`src/rtl/vpg_timing_pkg.sv`:
```
// Shared video pattern generator definitions: mode codes, the per-mode raster
// timing record, the mode -> timing lookup, and the timing FSM state type.
//
// Contents:
//   vpg_mode_e      mode codes shared with the mode selector
//   vpg_timing_t    eight VPG_CNT_W raster fields plus sync polarities
//                   (polarity 1 = sync is active-high)
//   vpg_lookup()    mode code -> timing record; unknown codes map to VGA
//   vpg_max_total() largest H or V total over every 4-bit code
package vpg_timing_pkg;

    localparam int VPG_CNT_W = 12;

    typedef enum logic [3:0] {
        VGA_640x480p60    = 4'd0,
        SVGA_800x600p60   = 4'd1,
        XGA_1024x768p60   = 4'd2,
        HD_1280x720p60    = 4'd3,
        FHD_1920x1080p60  = 4'd4,
        VESA_1600x1200p60 = 4'd5
    } vpg_mode_e;

    typedef struct packed {
        logic [VPG_CNT_W-1:0] h_act;
        logic [VPG_CNT_W-1:0] h_fp;
        logic [VPG_CNT_W-1:0] h_sync;
        logic [VPG_CNT_W-1:0] h_bp;
        logic [VPG_CNT_W-1:0] v_act;
        logic [VPG_CNT_W-1:0] v_fp;
        logic [VPG_CNT_W-1:0] v_sync;
        logic [VPG_CNT_W-1:0] v_bp;
        logic                 h_pol;
        logic                 v_pol;
    } vpg_timing_t;

    typedef enum logic {
        ST_SETTLE = 1'b0,
        ST_RUN    = 1'b1
    } vpg_state_e;

    function automatic vpg_timing_t vpg_mk(input int ha, input int hf, input int hsy, input int hb,
                                           input int va, input int vf, input int vsy, input int vb,
                                           input logic hp, input logic vp);
        vpg_timing_t t;
        t.h_act  = VPG_CNT_W'(ha);
        t.h_fp   = VPG_CNT_W'(hf);
        t.h_sync = VPG_CNT_W'(hsy);
        t.h_bp   = VPG_CNT_W'(hb);
        t.v_act  = VPG_CNT_W'(va);
        t.v_fp   = VPG_CNT_W'(vf);
        t.v_sync = VPG_CNT_W'(vsy);
        t.v_bp   = VPG_CNT_W'(vb);
        t.h_pol  = hp;
        t.v_pol  = vp;
        return t;
    endfunction

    function automatic vpg_timing_t vpg_lookup(input logic [3:0] mode);
        vpg_timing_t t;
        case (mode)
            SVGA_800x600p60:   t = vpg_mk( 800, 40, 128,  88,  600, 1, 4, 23, 1'b1, 1'b1);
            XGA_1024x768p60:   t = vpg_mk(1024, 24, 136, 160,  768, 3, 6, 29, 1'b0, 1'b0);
            HD_1280x720p60:    t = vpg_mk(1280,110,  40, 220,  720, 5, 5, 20, 1'b1, 1'b1);
            FHD_1920x1080p60:  t = vpg_mk(1920, 88,  44, 148, 1080, 4, 5, 36, 1'b1, 1'b1);
            VESA_1600x1200p60: t = vpg_mk(1600, 64, 192, 304, 1200, 1, 3, 46, 1'b1, 1'b1);
            default:           t = vpg_mk( 640, 16,  96,  48,  480,10, 2, 33, 1'b0, 1'b0);
        endcase
        return t;
    endfunction

    function automatic int vpg_max_total();
        vpg_timing_t t;
        int          tot;
        int          m_max;
        m_max = 0;
        for (int m = 0; m < 16; m++) begin
            t   = vpg_lookup(4'(m));
            tot = int'(t.h_act) + int'(t.h_fp) + int'(t.h_sync) + int'(t.h_bp);
            if (tot > m_max) m_max = tot;
            tot = int'(t.v_act) + int'(t.v_fp) + int'(t.v_sync) + int'(t.v_bp);
            if (tot > m_max) m_max = tot;
        end
        return m_max;
    endfunction

endpackage

```
`src/rtl/vpg_timing_lut.sv`:
```
// Combinational mode -> raster timing lookup, fed from the latched mode register.
//
// Ports:
//   i_mode    mode code (unknown codes give VGA 640x480p60 timing)
//   o_timing  raster parameters and sync polarities for i_mode
module vpg_timing_lut
    import vpg_timing_pkg::*;
(
    input  logic [3:0]  i_mode,
    output vpg_timing_t o_timing
);

    assign o_timing = vpg_lookup(i_mode);

endmodule

```
`src/rtl/vpg_timing.sv`:
```
// Video timing generator: raster counters, sync, data-enable and frame marker
// for the currently selected mode. Every mode change blanks the outputs for a
// settle interval and then restarts the raster at pixel (0,0).
//
// Ports:
//   clk              pixel clock
//   reset_n          asynchronous active-low reset
//   clk_en           advance enable; nothing changes while low
//   vpg_mode_change  one-cycle strobe from the mode selector
//   vpg_mode         mode code, sampled with the strobe
//   hs, vs           syncs at the mode's polarity
//   de               active-video enable
//   x, y             active pixel column / line, 0 outside the active area
//   frame_start      one-cycle pulse for h=0, v=0
//   busy             high while settling
//
// state     | meaning
// ----------+------------------------------------------------------------
// ST_SETTLE | outputs blanked, settle counter runs to SETTLE_CYCLES-1
// ST_RUN    | h/v raster counters run, outputs decoded from them
module vpg_timing
    import vpg_timing_pkg::*;
#(
    parameter int SETTLE_CYCLES = 1024,
    parameter int CNT_W         = 12
)
(
    input  logic             clk,
    input  logic             reset_n,
    input  logic             clk_en,
    input  logic             vpg_mode_change,
    input  logic [3:0]       vpg_mode,
    output logic             hs,
    output logic             vs,
    output logic             de,
    output logic [CNT_W-1:0] x,
    output logic [CNT_W-1:0] y,
    output logic             frame_start,
    output logic             busy
);

    localparam int SET_W = (SETTLE_CYCLES > 1) ? $clog2(SETTLE_CYCLES) : 1;
    localparam vpg_timing_t RST_T = vpg_lookup(VESA_1600x1200p60);

    // Totals must stay strictly below 2**CNT_W so sync-end and total sums never wrap.
    if (SETTLE_CYCLES < 1) begin : g_chk_settle
        $error("vpg_timing: SETTLE_CYCLES must be at least 1");
    end
    if (CNT_W > 30 || vpg_max_total() >= (1 << CNT_W)) begin : g_chk_cnt_w
        $error("vpg_timing: CNT_W too narrow for the largest mode total");
    end

    vpg_state_e       r_state;
    logic [SET_W-1:0] r_settle_cnt;
    logic [CNT_W-1:0] r_h;
    logic [CNT_W-1:0] r_v;
    logic [3:0]       r_mode;
    logic             r_hs;
    logic             r_vs;
    logic             r_de;
    logic [CNT_W-1:0] r_x;
    logic [CNT_W-1:0] r_y;
    logic             r_fs;
    logic             r_busy;

    vpg_state_e       w_state_nxt;
    logic [SET_W-1:0] w_settle_nxt;
    logic [CNT_W-1:0] w_h_nxt;
    logic [CNT_W-1:0] w_v_nxt;
    logic [3:0]       w_mode_nxt;
    logic             w_hs_nxt;
    logic             w_vs_nxt;
    logic             w_de_nxt;
    logic [CNT_W-1:0] w_x_nxt;
    logic [CNT_W-1:0] w_y_nxt;
    logic             w_fs_nxt;
    logic             w_busy_nxt;

    vpg_timing_t      w_t;
    logic [CNT_W-1:0] w_h_act;
    logic [CNT_W-1:0] w_h_sync_start;
    logic [CNT_W-1:0] w_h_sync_end;
    logic [CNT_W-1:0] w_h_last;
    logic [CNT_W-1:0] w_v_act;
    logic [CNT_W-1:0] w_v_sync_start;
    logic [CNT_W-1:0] w_v_sync_end;
    logic [CNT_W-1:0] w_v_last;

    vpg_timing_lut u_lut (
        .i_mode   (r_mode),
        .o_timing (w_t)
    );

    assign w_h_act        = CNT_W'(w_t.h_act);
    assign w_h_sync_start = CNT_W'(w_t.h_act) + CNT_W'(w_t.h_fp);
    assign w_h_sync_end   = w_h_sync_start + CNT_W'(w_t.h_sync);
    assign w_h_last       = w_h_sync_end + CNT_W'(w_t.h_bp) - CNT_W'(1);
    assign w_v_act        = CNT_W'(w_t.v_act);
    assign w_v_sync_start = CNT_W'(w_t.v_act) + CNT_W'(w_t.v_fp);
    assign w_v_sync_end   = w_v_sync_start + CNT_W'(w_t.v_sync);
    assign w_v_last       = w_v_sync_end + CNT_W'(w_t.v_bp) - CNT_W'(1);

    always_ff @(posedge clk or negedge reset_n) begin
        if (!reset_n) begin
            r_state      <= ST_SETTLE;
            r_settle_cnt <= '0;
            r_h          <= '0;
            r_v          <= '0;
            r_mode       <= VESA_1600x1200p60;
            r_hs         <= ~RST_T.h_pol;
            r_vs         <= ~RST_T.v_pol;
            r_de         <= 1'b0;
            r_x          <= '0;
            r_y          <= '0;
            r_fs         <= 1'b0;
            r_busy       <= 1'b1;
        end else if (clk_en) begin
            r_state      <= w_state_nxt;
            r_settle_cnt <= w_settle_nxt;
            r_h          <= w_h_nxt;
            r_v          <= w_v_nxt;
            r_mode       <= w_mode_nxt;
            r_hs         <= w_hs_nxt;
            r_vs         <= w_vs_nxt;
            r_de         <= w_de_nxt;
            r_x          <= w_x_nxt;
            r_y          <= w_y_nxt;
            r_fs         <= w_fs_nxt;
            r_busy       <= w_busy_nxt;
        end
    end

    always_comb begin
        w_state_nxt  = r_state;
        w_settle_nxt = r_settle_cnt;
        w_h_nxt      = r_h;
        w_v_nxt      = r_v;
        w_mode_nxt   = r_mode;
        w_hs_nxt     = ~w_t.h_pol;
        w_vs_nxt     = ~w_t.v_pol;
        w_de_nxt     = 1'b0;
        w_x_nxt      = '0;
        w_y_nxt      = '0;
        w_fs_nxt     = 1'b0;
        w_busy_nxt   = 1'b1;

        // Outputs decode the counters as they stood before this edge.
        if (r_state == ST_RUN) begin
            w_de_nxt   = (r_h < w_h_act) && (r_v < w_v_act);
            w_hs_nxt   = ((r_h >= w_h_sync_start) && (r_h < w_h_sync_end)) ? w_t.h_pol : ~w_t.h_pol;
            w_vs_nxt   = ((r_v >= w_v_sync_start) && (r_v < w_v_sync_end)) ? w_t.v_pol : ~w_t.v_pol;
            w_x_nxt    = w_de_nxt ? r_h : '0;
            w_y_nxt    = w_de_nxt ? r_v : '0;
            w_fs_nxt   = (r_h == '0) && (r_v == '0);
            w_busy_nxt = 1'b0;
        end

        case (r_state)
            ST_SETTLE: begin
                if (r_settle_cnt == SET_W'(SETTLE_CYCLES - 1)) begin
                    w_state_nxt = ST_RUN;
                    w_h_nxt     = '0;
                    w_v_nxt     = '0;
                end else begin
                    w_settle_nxt = r_settle_cnt + SET_W'(1);
                end
            end
            ST_RUN: begin
                if (r_h == w_h_last) begin
                    w_h_nxt = '0;
                    w_v_nxt = (r_v == w_v_last) ? '0 : r_v + CNT_W'(1);
                end else begin
                    w_h_nxt = r_h + CNT_W'(1);
                end
            end
            default: w_state_nxt = ST_SETTLE;
        endcase

        // A strobe overrides everything, blanking on this same edge. The sync
        // levels here still follow the outgoing mode; the new mode's levels
        // take over from the next edge.
        if (vpg_mode_change) begin
            w_state_nxt  = ST_SETTLE;
            w_settle_nxt = '0;
            w_mode_nxt   = vpg_mode;
            w_h_nxt      = '0;
            w_v_nxt      = '0;
            w_hs_nxt     = ~w_t.h_pol;
            w_vs_nxt     = ~w_t.v_pol;
            w_de_nxt     = 1'b0;
            w_x_nxt      = '0;
            w_y_nxt      = '0;
            w_fs_nxt     = 1'b0;
            w_busy_nxt   = 1'b1;
        end
    end

    assign hs          = r_hs;
    assign vs          = r_vs;
    assign de          = r_de;
    assign x           = r_x;
    assign y           = r_y;
    assign frame_start = r_fs;
    assign busy        = r_busy;

endmodule

```
`config.mk`:
```
export PLATFORM = sky130hd
export DESIGN_NAME = vpg_timing
export DESIGN_NICKNAME = d
export VERILOG_FILES = /design/src/rtl/vpg_timing_pkg.sv /design/src/rtl/vpg_timing_lut.sv /design/src/rtl/vpg_timing.sv
export SDC_FILE = /design/constraint.sdc
export NUM_CORES = 1
export LEC_CHECK = 0
export CORE_MARGIN = 4
export CORE_UTILIZATION = 41
export CTS_CLUSTER_DIAMETER = 120
export DETAILED_ROUTE_END_ITERATION = 12
export HOLD_SLACK_MARGIN = 0.12
export PLACE_DENSITY = 0.67
export REMOVE_ABC_BUFFERS = 1
export SYNTH_ARGS = -nofsm -noshare
export SYNTH_HDL_FRONTEND = slang
export SYNTH_HIERARCHICAL = 1
export SYNTH_SLANG_ARGS = --single-unit
```
`constraint.sdc`:
```
create_clock -name clk -period 6.5 [get_ports clk]
set_clock_uncertainty 0.15 [all_clocks]
set_input_delay 1.95 -clock clk [delete_from_list [all_inputs] [get_ports clk]]
set_output_delay 1.95 -clock clk [all_outputs]
set_load 0.01 [all_outputs]
```
==> results of run 1 <==
[where the power goes]
group | internal [uW] | switching (uW)
clock | 298 | 192
combinational | 1270 | 1630
sequential | 437 | 18.9
total | 2000 | 1840
[routing by layer]
layer	GRT usage	wire, um	up-vias	share of wire
met3	0.02356	931	39	0.042
li1	-	-	4011	-
met2	0.2820	9961	162	0.45
met5	0	0	-	0
met4	0.05404	585	0	0.027
met1	0.2309	10480	3607	0.48
[logic make-up (layout without fill, tap and decap cells)]
kind of cell             Yosys count  count (layout)
buffers and inverters            240             210
flip-flops                        68              68
XOR/XNOR                          81              81
adder cells (fa/ha/maj)          161             161
other                              1              51
AND/OR/NAND/NOR                  304             304
AO/OA/AOI/OAI                    300             300
multiplexers                       8               8
[synth_stat cells, types with 24 or more instances]
cell / count / area (um^2)
buf_4: 66 / 495.5
inv_1: 142 / 533.0
dfrtp_1: 65 / 1627
o21ai_0: 47 / 235.2
nand2_1: 56 / 210.2
a21oi_1: 69 / 345.3
xor2_1: 37 / 324.1
clkbuf_1: 26 / 97.59
a21o_1: 35 / 262.8
nand3_1: 34 / 170.2
xnor2_1: 42 / 367.9
nor2_1: 75 / 281.5
ha_1: 155 / 1939
a22o_1: 24 / 210.2
[sequential cells by signal, indices dropped and copies added, names as in the netlist]
name and cells:
x 12, r_settle_cnt 10, vs 1, r_h 12, r_state 1, frame_start 1
y 12, r_v 12, hs 1, busy 1, r_mode 4, de 1
[how the worst max path moves through the flow]
stage | from | to
detailed placement | r_mode[0] | r_v[10]
global route | r_mode[2] | r_v[11]
floorplan | r_mode[2] | r_v[11]
global placement | r_mode[1] | r_v[9]
finish | r_mode[2] | r_v[11]
CTS | r_mode[0] | r_v[10]
[stage by stage]
step | hold slack, ns | setup slack, ns | utilization | instance area (um^2) | cells
final | 0.3304 | 0.4432 | 0.4565 | 10090 | 1463
after global routing | 0.3491 | -0.001896 | 0.4565 | 10090 | 1463
after CTS | 0.3367 | 0.2027 | 0.4542 | 10030 | 1463
after detailed placement | 0.3243 | 0.2393 | 0.4406 | 9734 | 1447
after global placement | 0.3133 | 0.3746 | 0.4406 | 9734 | 1447
after floorplan | 0.3272 | 0.8077 | - | 8911 | 1116
[layout make-up]
class | count | area share
clock inverters | 7 | 0.007443
multi-input cells | 905 | 0.6662
inverters | 143 | 0.05322
clock buffers | 9 | 0.02233
well taps | 280 | 0.03474
repair buffers | 51 | 0.04640
flip-flops and latches | 68 | 0.1697
[worst max-delay path, delay by kind of cell (launching register included)]
kind                     cells  cell delay, ns
AO/OA/AOI/OAI               13            2.20
adder cells (fa/ha/maj)      4            1.12
buffers and inverters        4            0.45
flip-flops                   1            0.53
multiplexers                 2            0.40
AND/OR/NAND/NOR              4            1.08
[timing repair]
| item | in CTS | in global routing |
|---|---|---|
| setup buffers | 0 | 0 |
| resized for setup | 0 | 17 |
| endpoints found under the setup margin | 0 | 24 |
==> impl_results.md, run 1 <==
* Status: complete, no violations
* GP Congestion at 0.8972
* Initial antenna violation count at 0
* Maxcap violations at 0
* Register area at 1712 um^2
* DP Wirelength at 17,430 um
* Antenna-violating nets left at 0
* P_leak at 0.004944 uW
* Initial Util at 0.4230
* Crit Path Max Fanout at 15
* Worst Tran Pin Value at 0.9709 ns
* Die ar. at 25,280 um^2
* Via count at 7,819
* Chip Width at 159.0 um
* GRT Overall Usage at 0.1703
* Tot Pwr at 3842 uW
* Pwr dens at 380.9 nW/um^2
* Drt via density at 5.344
* HP Start: de
* Top FF cell, synth: dfrtp_1
* CP max stage delay at 0.53 ns
* Routed len/inst at 15.01 um
* Count of final max-slew check failures at 0
* Hold_buf cts at 0
* Setup TNS at 0 ns
* Die height at 159.0 um
* Slew headroom at 0.3524
* Synth Area in Compound Gates at 0.2171
* Seq/Total Area, Yosys at 0.1825
* Most used cell, CP: ha_1
* Area of the multi-input gates at 6719 um^2
* H-tree levels at 3
* Peak supply drop at 269.3 uV
* Gate Count Post-Synth at 1,163
* Clock Sinks at 68
* Worst r2r path cells at 27
* Hold Path Depth at 1
* DRT Wirelength at 21,960 um
* Syn_area_per_cell at 8.037 um^2
* Slowest library cell on the worst path: dfstp_2
* Xor and xnor area share after synthesis at 0.07885
* Reg-to-reg setup timing slack at 0.44 ns
* Worst setup EP type: flop
* Reg2reg start: r_mode[2]
* CP Launch Type: flop
* Hold path endpoint: de
* Vias in the first global route at 7,269
* Main combinational cell family by area after synthesis: adder cells
* Most common cell after layout, fill and taps aside: ha_1
* WP data required at 6.54 ns
* Most frequent cells in the layout: ha_1 (154), inv_1 (142), nor2_1 (74), a21oi_1 (66), dfrtp_1 (63)
* Max Freq at 165.1 MHz
* Netlist Area Pre-Place at 9346 um^2
* CP arrival at 6.10 ns
* Cell variety after synth at 78
* Reg2reg end: r_v[11]
* EDFF count, synth at 0
* Global route overflow at 0
* Diodes inserted at 0
* #FFs+latches synth at 68
* Cell Rows at 54
* Starting DRC count in detailed routing at 357
* Clock buffer depth at 2
* Setup violators final at 0
* DRC Markers at 0
* First drt pass iteration count at 5
* Clock Root Buffer: clkbuf_16
* Class of the worst hold path: flop to flop
* Crit path kind: flop to flop
* CTS tree: yes
* Final nets at 1,347
* CTS clock-pin slew for the worst setup and hold paths at 0.06 ns
* Clock Latency Late Sink at 0.33 ns
* First-pass GRT wire length at 36,230 um
* Fin crit period at 6.057 ns
* Total CTS buffers at 9
* Final hold violations at 0
* Port Buffers at 36
* Ys async rst share at 1.000
* Warnings, synthesis at 6
* Simple-Gate Fraction of Synth Area at 0.1673
* Synthesis-to-finish area growth at 7.911%
* Total of fill cells in the finished design at 2,157
* Final period utilization at 0.9318
* Total core area at 22,090 um^2
* Largest net degree at the start of global routing at 49
* I/O pins at 37
* Multiplexer share of the synthesized area at 0.009371
* Post-Synth Adder-Cell Area at 0.2203
* Layout cells sized above 1 at 0.06086
No activity file was read; power rests on OpenSTA's default activity.
==> run 2: changes to the inputs <==
--- a/config.mk
+++ b/config.mk
@@ -5,12 +5,13 @@
 export SDC_FILE = /design/constraint.sdc
 export NUM_CORES = 1
 export LEC_CHECK = 0
+export CORE_ASPECT_RATIO = 0.5
 export CORE_MARGIN = 4
-export CORE_UTILIZATION = 41
+export CORE_UTILIZATION = 35
 export CTS_CLUSTER_DIAMETER = 120
 export DETAILED_ROUTE_END_ITERATION = 12
 export HOLD_SLACK_MARGIN = 0.12
-export PLACE_DENSITY = 0.67
+export PLACE_DENSITY = 0.61
 export REMOVE_ABC_BUFFERS = 1
 export SYNTH_ARGS = -nofsm -noshare
 export SYNTH_HDL_FRONTEND = slang
==> constraint.sdc (replaced) <==
create_clock -name clk -period 7.4 [get_ports clk]
set_clock_uncertainty 0.15 [all_clocks]
set_input_delay 2.22 -clock clk [delete_from_list [all_inputs] [get_ports clk]]
set_output_delay 2.22 -clock clk [all_outputs]
set_load 0.01 [all_outputs]
==> run 2 against run 1 <==
Compared with the run above: first-iteration DRC count is 36% higher; via count rose by 1.6%; die area up 17%; critical path type unchanged.
==> impl_results.md, run 2 (synthesis gave the netlist of run 1 again) <==
* Status: complete, no violations
* First-pass GRT wire length at 38,140 um
* DRC Markers at 0
* Slowest library cell on the worst path: dfstp_2
* Routed len/inst at 15.53 um
* Switching share of total power at 0.4876
* Initial Util at 0.3629
* Hold path endpoint: de
* Final worst slack at 0.6462 ns
* DRT Wirelength at 23,550 um
* Buf/Inv on CP at 1
* Power Internal at 1746 uW
* Starting DRC count in detailed routing at 485
* Worst setup EP type: flop
* Most frequent cells in the layout: ha_1 (155), inv_1 (142), nor2_1 (75), a21oi_1 (69), dfrtp_1 (65)
* Place WS at 0.7546 ns
* Die height at 123.6 um
* Most common cell after layout, fill and taps aside: ha_1
* Reg2reg end: r_v[11]
* WP data required at 7.46 ns
* Setup TNS at 0 ns
* Global route overflow at 0
* CP arrival at 6.81 ns
* Tot Pwr at 3407 uW
* Comb pwr share at 0.753
* Hold Path Depth at 1
* Initial antenna violation count at 0
* P_leak at 0.004898 uW
* Switching power at 1662 uW
* Port Buffers at 36
* Peak supply drop at 174.1 uV
* Synthesis-to-finish area growth at 7.350%
* Drt via density at 5.236
* Post-cts sizing count at 0
* Reg2reg start: r_mode[2]
* Clock Root Buffer: clkbuf_16
* Total core area at 25,750 um^2
* Final core occ at 0.3896
* Flop pwr share at 0.119
* Worst hold margin at 0.3265 ns
* Max Freq at 148.1 MHz
* Antenna-violating nets left at 0
* Clock Sinks at 68
* Pwr dens at 339.6 nW/um^2
* I/O pins at 37
* CTS tree: yes
* Delay-heaviest family, CP: compound AO/OA/AOI/OAI gates
* Clock network power share at 0.128
* Chip Width at 239.1 um
* RSZ-0062 raised after global routing: no
* Vias in the first global route at 7,562
* Total of fill cells in the finished design at 2,647
* Fin crit period at 6.754 ns
* Cell Rows at 41
* Slew headroom at 0.3567
* GRT Overall Usage at 0.1609
* Class of the worst hold path: flop to flop
* First drt pass iteration count at 5
* Post-CTS Setup Repair Bufs at 0
* Total CTS buffers at 9
* GP Congestion at 0.8416
* CP max stage delay at 0.69 ns
* Clock Latency Late Sink at 0.34 ns
* Diodes inserted at 0
* Hold_buf cts at 0
* Count of final max-slew check failures at 0
* CTS clock-pin slew for the worst setup and hold paths at 0.06 ns
* H-tree levels at 3
* Largest net degree at the start of global routing at 69
* Worst r2r path cells at 25
* Worst Tran Pin Value at 0.9585 ns
* CP Launch Type: flop
* Final nets at 1,337
* HP Start: de
* Die ar. at 29,540 um^2
* DP Wirelength at 18,430 um
* Reg-to-reg setup timing slack at 0.65 ns
* Crit Path Max Fanout at 16
* Crit path kind: flop to flop
* Clock buffer depth at 2
* Layout cells sized above 1 at 0.04263
* Via count at 7,943
* Maxcap violations at 0
* Final period utilization at 0.9127
* Setup violators final at 0
* Final hold violations at 0
run 2: how the worst max path moves through the flow:
| stage | startpoint | endpoint | slack, ns | cells after the start |
|---|---|---|---|---|
| final | r_mode[2] | r_v[11] | 0.65 | 25 |
| after global placement | r_mode[2] | r_v[11] | 0.94 | 24 |
| after floorplan | r_mode[2] | r_v[11] | 1.71 | 25 |
| after global routing | r_mode[2] | r_v[11] | 0.05 | 25 |
| after detailed placement | r_mode[2] | r_v[11] | 0.75 | 24 |
| after CTS | r_mode[2] | r_v[11] | 0.74 | 25 |
run 2: per-stage QoR:
step | instances | area (um^2)
2_1_floorplan | 1116 | 8911
3_3_place_gp | 1501 | 9739
3_5_place_dp | 1501 | 9739
4_1_cts | 1517 | 10030
5_1_grt | 1517 | 10030
6_report | 1517 | 10030
run 2: final cells by class:
cell class / instances / area (um^2) / area share
Multi-Input combinational cell: 905 / 6674 / 0.6652
Sequential cell: 68 / 1705 / 0.1700
Inverter: 143 / 536.8 / 0.05350
Tap cell: 344 / 430.4 / 0.04290
Timing Repair Buffer: 41 / 392.9 / 0.03916
Clock buffer: 10 / 229.0 / 0.02282
Clock inverter: 6 / 65.06 / 0.006485
run 2: metal layers:
metal	wire length, um	GRT usage	vias up
met2	10910	0.2780	155
met5	0	0	-
met1	11260	0.2120	3759
met4	600	0.04853	0
li1	-	-	3992
met3	776	0.02140	37
run 2: power groups by stage:
stage | Combinational (uW) | Sequential [uW] | Clock, uW
finish | 2570 | 404 | 436
global route | 2910 | 407 | 457
CTS | 2540 | 403 | 444
detailed placement | 2520 | 410 | 0
global placement | 2470 | 408 | 0
floorplan | 2060 | 406 | 0
==> patch 1 (settings of run 1) <==
Set the parameter `SETTLE_CYCLES` to 512 (it was 1024).
--- a/src/rtl/vpg_timing.sv
+++ b/src/rtl/vpg_timing.sv
@@ -21,7 +21,7 @@
 module vpg_timing
     import vpg_timing_pkg::*;
 #(
-    parameter int SETTLE_CYCLES = 1024,
+    parameter int SETTLE_CYCLES = 512,
     parameter int CNT_W         = 12
 )
 (
Formal check against the unedited RTL: same outputs for any inputs over 10 cycles, from zero or initial values and one cycle with reset_n low; that may be too few to reach the edited logic, so the function may still have changed.
==> patch 1 against run 1 <==
Worst setup slack got worse by 130 ps; final area barely moved; combinational power fell by 1%; sequential power fell by 3%; fmax fell by 2.1%; count of clock-buffer cells in the layout rose by 2; synthesized area fell by 0.90%; critical path depth fell by 3; power fell by 0.85%; sequential cell count fell by 1; global-route usage rose by 1.1 points; wire length rose by 2.7%; die area fell by 0.85%.
==> patch 1: results (changes against run 1) <==
----------------------------------------------------
[Run status]
  Run status ... complete, no violations

[Power and ir drop]
  Static leakage ... 4.903 nW (-0.81%)
  Worst ir drop on vdd ... 0.2675 mV (-0.66%)

[Routing]
  Routed length on met2 ... 10850 um (+8.9%)
  Highest metal layer used by the detailed router ... met5
  Routed wire length ... 22540 um (+2.7%)
  Vias after detailed routing ... 7703 (-1.5%)
  Drt first-iter violations ... 350 (-2.0%)
  Routed length on met3 ... 621 um (-33%)
  Post-Route M1 WL ... 10510 um (+0.34%)

[GRT]
  Global Route met2 Usage ... 0.3138 (+0.03182)
  Gr usage total ... 0.1817 (+0.01138)
  Global routing met3 resource utilization ... 0.02609 (+0.002537)
  Number of antenna violations at the first check in global routing ... 1 (+1)
  Global-route wire length before repair ... 36610 um (+1.1%)
  Pin count of the biggest net entering global routing ... 68 (+39%)
  GRT met1 Usage ... 0.2383 (+0.007345)
  Number of global-route vias before repair ... 7368 (+1.4%)

[Placed design]
  Placement-stage worst setup slack ... 51.55 ps (-187.7 ps)
  Placer's final routability congestion estimate ... 0.8590 (-4.3%)
  Area post-placement ... 9677 sq um (-0.59%)
  Detail Placement HPWL ... 17590 um (+0.93%)

[Logic synthesis]
  Top post-synthesis cells by count ... sky130_fd_sc_hd__inv_1, sky130_fd_sc_hd__ha_1, sky130_fd_sc_hd__buf_4
  Sequential-to-total area share from yosys stat ... 0.1814 (-0.001050)
  Compound-Gate Fraction of Synth Area ... 0.2105 (-0.006680)
  Leading area contributor after synthesis ... sky130_fd_sc_hd__ha_1
  Xor-xnor portion of the synthesized cell area ... 0.08226 (+0.003415)
  Adder and majority cell fraction of the synthesized area ... 0.2237 (+0.003345)
  Fraction of synthesized area in multiplexers ... 0.01297 (+0.003597)
  Number of different library cells in the post-synthesis netlist ... 73 (-6.4%)
  Top post-synthesis cells by area ... sky130_fd_sc_hd__ha_1, sky130_fd_sc_hd__dfrtp_1, sky130_fd_sc_hd__inv_1
  Count leader, synth ... sky130_fd_sc_hd__inv_1

[STA]
  Min cycle time layout ... 6187 ps (+130.6 ps)
  Worst slew pin tran ... 906.6 ps (-64.31 ps)

[Cells and area]
  Ratio of cells with drive above 1 in the final layout ... 0.07506 (+0.01420)
  Fin nets ... 1324 (-1.7%)

[Clocking]
  Later-pin clock latency in the skew report ... 350 ps (+20 ps)
  Number of buffers created by CTS ... 9 (unchanged)

[Worst setup path]
  Crit path max fanout ... 6 (-9)
  Required arrival time at the worst endpoint ... 6620 ps (+80 ps)

----------------------------------------------------
patch 1: stage by stage:
stage	instances	hold slack, ps
6_report	1439	333.1
2_1_floorplan	1086	333.3
4_1_cts	1436	343.6
5_1_grt	1439	350.9
3_3_place_gp	1420	321.2
3_5_place_dp	1420	326.3
patch 1: final cells by class:
cell class,count,area (sq um)
Clock buffer,11,252.7
Clock inverter,5,42.54
Fill cell,2209,11940
Inverter,170,638.1
Multi-Input combinational cell,850,6608
Sequential cell,67,1685
Tap cell,280,350.3
Timing Repair Buffer,56,505.5
patch 1: timing repair:
action | CTS | global route
endpoints found under the setup margin | 0 | 24
resized for setup | 0 | 24
setup buffers | 0 | 2
patch 1: logic make-up after synthesis:
family,count (synthesis)
compound gates,273
simple gates,265
buf+inv,264
fa+ha+maj,162
xor+xnor,87
flops,67
mux,11
other cells,1
patch 1: worst max-delay path, cell delays in order, from the launching register on:
cell and delay (ps):
sky130_fd_sc_hd__dfstp_2 570, sky130_fd_sc_hd__or3b_4 430, sky130_fd_sc_hd__a21oi_2 240, sky130_fd_sc_hd__ha_1 240, sky130_fd_sc_hd__xnor2_1 190, sky130_fd_sc_hd__ha_1 330
sky130_fd_sc_hd__nor2b_1 150, sky130_fd_sc_hd__o21ai_0 240, sky130_fd_sc_hd__a21oi_1 130, sky130_fd_sc_hd__o21ai_1 190, sky130_fd_sc_hd__a21oi_1 110, sky130_fd_sc_hd__o21a_1 190
sky130_fd_sc_hd__o21ai_0 220, sky130_fd_sc_hd__nand2b_1 100, sky130_fd_sc_hd__a311oi_2 390, sky130_fd_sc_hd__ha_1 300, sky130_fd_sc_hd__inv_1 60, sky130_fd_sc_hd__ha_1 270
sky130_fd_sc_hd__a211o_1 270, sky130_fd_sc_hd__nand3_1 100, sky130_fd_sc_hd__a211oi_2 50, sky130_fd_sc_hd__o21a_1 120, sky130_fd_sc_hd__o211ai_1 280, sky130_fd_sc_hd__or4b_4 580
sky130_fd_sc_hd__o221ai_1 190
patch 1: power by group:
| part | internal (mW) | switching [mW] |
|---|---|---|
| combinational | 1.31 | 1.55 |
| sequential | 0.428 | 0.0152 |
| clock | 0.285 | 0.222 |
| total | 2.02 | 1.79 |
patch 1: path summary, 6_finish.rpt:
| kind | from | end | slack, ps | depth (start not counted) |
|---|---|---|---|---|
| max in group asynchronous | reset_n | r_mode[1] | 3920 | 2 |
| worst max register to register | r_mode[2] | r_v[2] | 310 | 24 |
| worst max-delay path | r_mode[2] | r_v[2] | 310 | 24 |
| min in group asynchronous | reset_n | y[1] | 1660 | 2 |
| worst min-delay path | hs | hs | 330 | 2 |
| worst min register to register | hs | hs | 330 | 2 |
==> patch 2 (config.mk and constraints of run 1) <==
Without the edit above. Register the inputs `vpg_mode_change` and `vpg_mode` before use. The logic sees them one clock later. Comments in the files are not updated.
--- a/src/rtl/vpg_timing.sv
+++ b/src/rtl/vpg_timing.sv
@@ -42,6 +42,14 @@
     localparam int SET_W = (SETTLE_CYCLES > 1) ? $clog2(SETTLE_CYCLES) : 1;
     localparam vpg_timing_t RST_T = vpg_lookup(VESA_1600x1200p60);
 
+    logic vpg_mode_change_q;
+    logic [3:0] vpg_mode_q;
+
+    always_ff @(posedge clk) begin
+        vpg_mode_change_q <= vpg_mode_change;
+        vpg_mode_q        <= vpg_mode;
+    end
+
     // Totals must stay strictly below 2**CNT_W so sync-end and total sums never wrap.
     if (SETTLE_CYCLES < 1) begin : g_chk_settle
         $error("vpg_timing: SETTLE_CYCLES must be at least 1");
@@ -179,10 +187,10 @@
         // A strobe overrides everything, blanking on this same edge. The sync
         // levels here still follow the outgoing mode; the new mode's levels
         // take over from the next edge.
-        if (vpg_mode_change) begin
+        if (vpg_mode_change_q) begin
             w_state_nxt  = ST_SETTLE;
             w_settle_nxt = '0;
-            w_mode_nxt   = vpg_mode;
+            w_mode_nxt   = vpg_mode_q;
             w_h_nxt      = '0;
             w_v_nxt      = '0;
             w_hs_nxt     = ~w_t.h_pol;
Formal check against the unedited RTL: not equivalent (Yosys sat finds a counterexample within 4 cycles, from zero or initial values and one cycle with reset_n low).
==> patch 2 against run 1 <==
Critical path depth rose by 1; sequential power rose by 6.8%; fmax fell by 3.2%; count of clock-buffer cells in the layout rose by 1; combinational power rose by 9.7%; synthesized area rose by 1.7%; worst setup slack got worse by 200 ps; wire length rose by 1.7%; final area rose by 3.8%; die area rose by 1.6%; power rose by 8.6%; sequential cell count rose by 5; non-clock buffer count rose by 19; clock power rose by 3%; largest cell class unchanged; highest routed layer unchanged.
==> patch 2: results (changes against run 1) <==
----------------------------------------------------
[Run status]
  Run status ... complete, no violations

[Cells and area]
  Fin nets ... 1379 (+2.4%)
  Total of fill cells in the finished design ... 2264 (+5.0%)
  Non-CTS inverters ... 179 (+25%)
  Nonclk buf count ... 70 (+37%)
  Ratio of cells with drive above 1 in the final layout ... 0.08807 (+0.02720)
  Fraction of area in registers ... 0.1727 (+0.002954)
  Multi-input logic cell count ... 877 (-3.1%)
  Clock-cell share ... 0.02808 (-0.001693)
  Clock buffers ... 10 (+1)
  Multi-input combinational area share ... 0.6426 (-0.02356)

[Worst setup path]
  Register-to-Register Setup Slack ... 250 ps (-200 ps)
  Crit path max fanout ... 11 (-4)
  CP max stage delay ... 590 ps (+60 ps)
  WP data arrival ... 6360 ps (+260 ps)
  Worst Reg-to-Reg Cells ... 28 (+3.7%)

[Routing]
  Drt first-iter violations ... 381 (+6.7%)
  Routed length on met2 ... 10000 um (+0.41%)
  Vias after detailed routing ... 7873 (+0.69%)

[Min path]
  End of the worst hold path ... r_mode[3]
  HP Start ... vpg_mode_q[3]

[Logic synthesis]
  Post-Syn Area per Cell ... 8.122 sq um (+1.1%)
  Share of flip-flops with an asynchronous set or reset after synthesis ... 0.9315 (-0.06849)
  Top post-synthesis cells by area ... sky130_fd_sc_hd__ha_1, sky130_fd_sc_hd__dfrtp_1, sky130_fd_sc_hd__inv_1
  Top post-synthesis cells by count ... sky130_fd_sc_hd__inv_1, sky130_fd_sc_hd__ha_1, sky130_fd_sc_hd__nor2_1

[Placed design]
  Inst Count DP ... 1477 (+2.1%)
  Detail Placement HPWL ... 17690 um (+1.5%)
  Area post-placement ... 10010 sq um (+2.8%)

[Power and ir drop]
  Sequential logic power ... 0.487 mW (+6.8%)
  Static leakage ... 4.938 nW (-0.12%)
  Worst ir drop on vdd ... 0.2084 mV (-23%)
  Sequential power share ... 0.117 (-0.002)

[STA]
  Min cycle time layout ... 6254 ps (+197.5 ps)
  Minimum hold slack ... 356.4 ps (+26.02 ps)
  Max-slew headroom at the worst pin ... 0.3964 (+0.04401)

[GRT]
  Global-route wire length before repair ... 36300 um (+0.21%)
  Gr usage total ... 0.1694 (-0.0008583)
  Global routing met3 resource utilization ... 0.01265 (-0.01091)
  Global Route met2 Usage ... 0.2732 (-0.008789)
  Number of global-route vias before repair ... 7397 (+1.8%)

[Clocking]
  Count of cells resized by post-cts repair ... 2 (+2)

----------------------------------------------------
-- patch 2: changes by cell type in the layout (fill, tap and decap cells not counted), moves of 8 or more --
cell                               run 1  this run
sky130_fd_sc_hd__inv_1               142       179
sky130_fd_sc_hd__a22o_1               24         0
sky130_fd_sc_hd__o32ai_1               0        24
sky130_fd_sc_hd__a21oi_1              66        49
sky130_fd_sc_hd__buf_4                15        32
sky130_fd_sc_hd__nand2_1              56        42
sky130_fd_sc_hd__xnor2_1              42        52
sky130_fd_sc_hd__nand3_1              34        25
sky130_fd_sc_hd__o2bb2ai_1             9         0
sky130_fd_sc_hd__nand3b_1              3        11
-- patch 2: cell families (layout without fill, tap and decap cells) --
kind of cell,after synthesis,after routing,share of synthesized area
compound gates,274,274,0.1964
fa+ha+maj,161,161,0.2167
xor+xnor,93,93,0.08874
mux,12,12,0.01409
simple gates,286,286,0.1589
other cells,1,51,0.0003946
flops,73,73,0.1900
buf+inv,270,265,0.1347
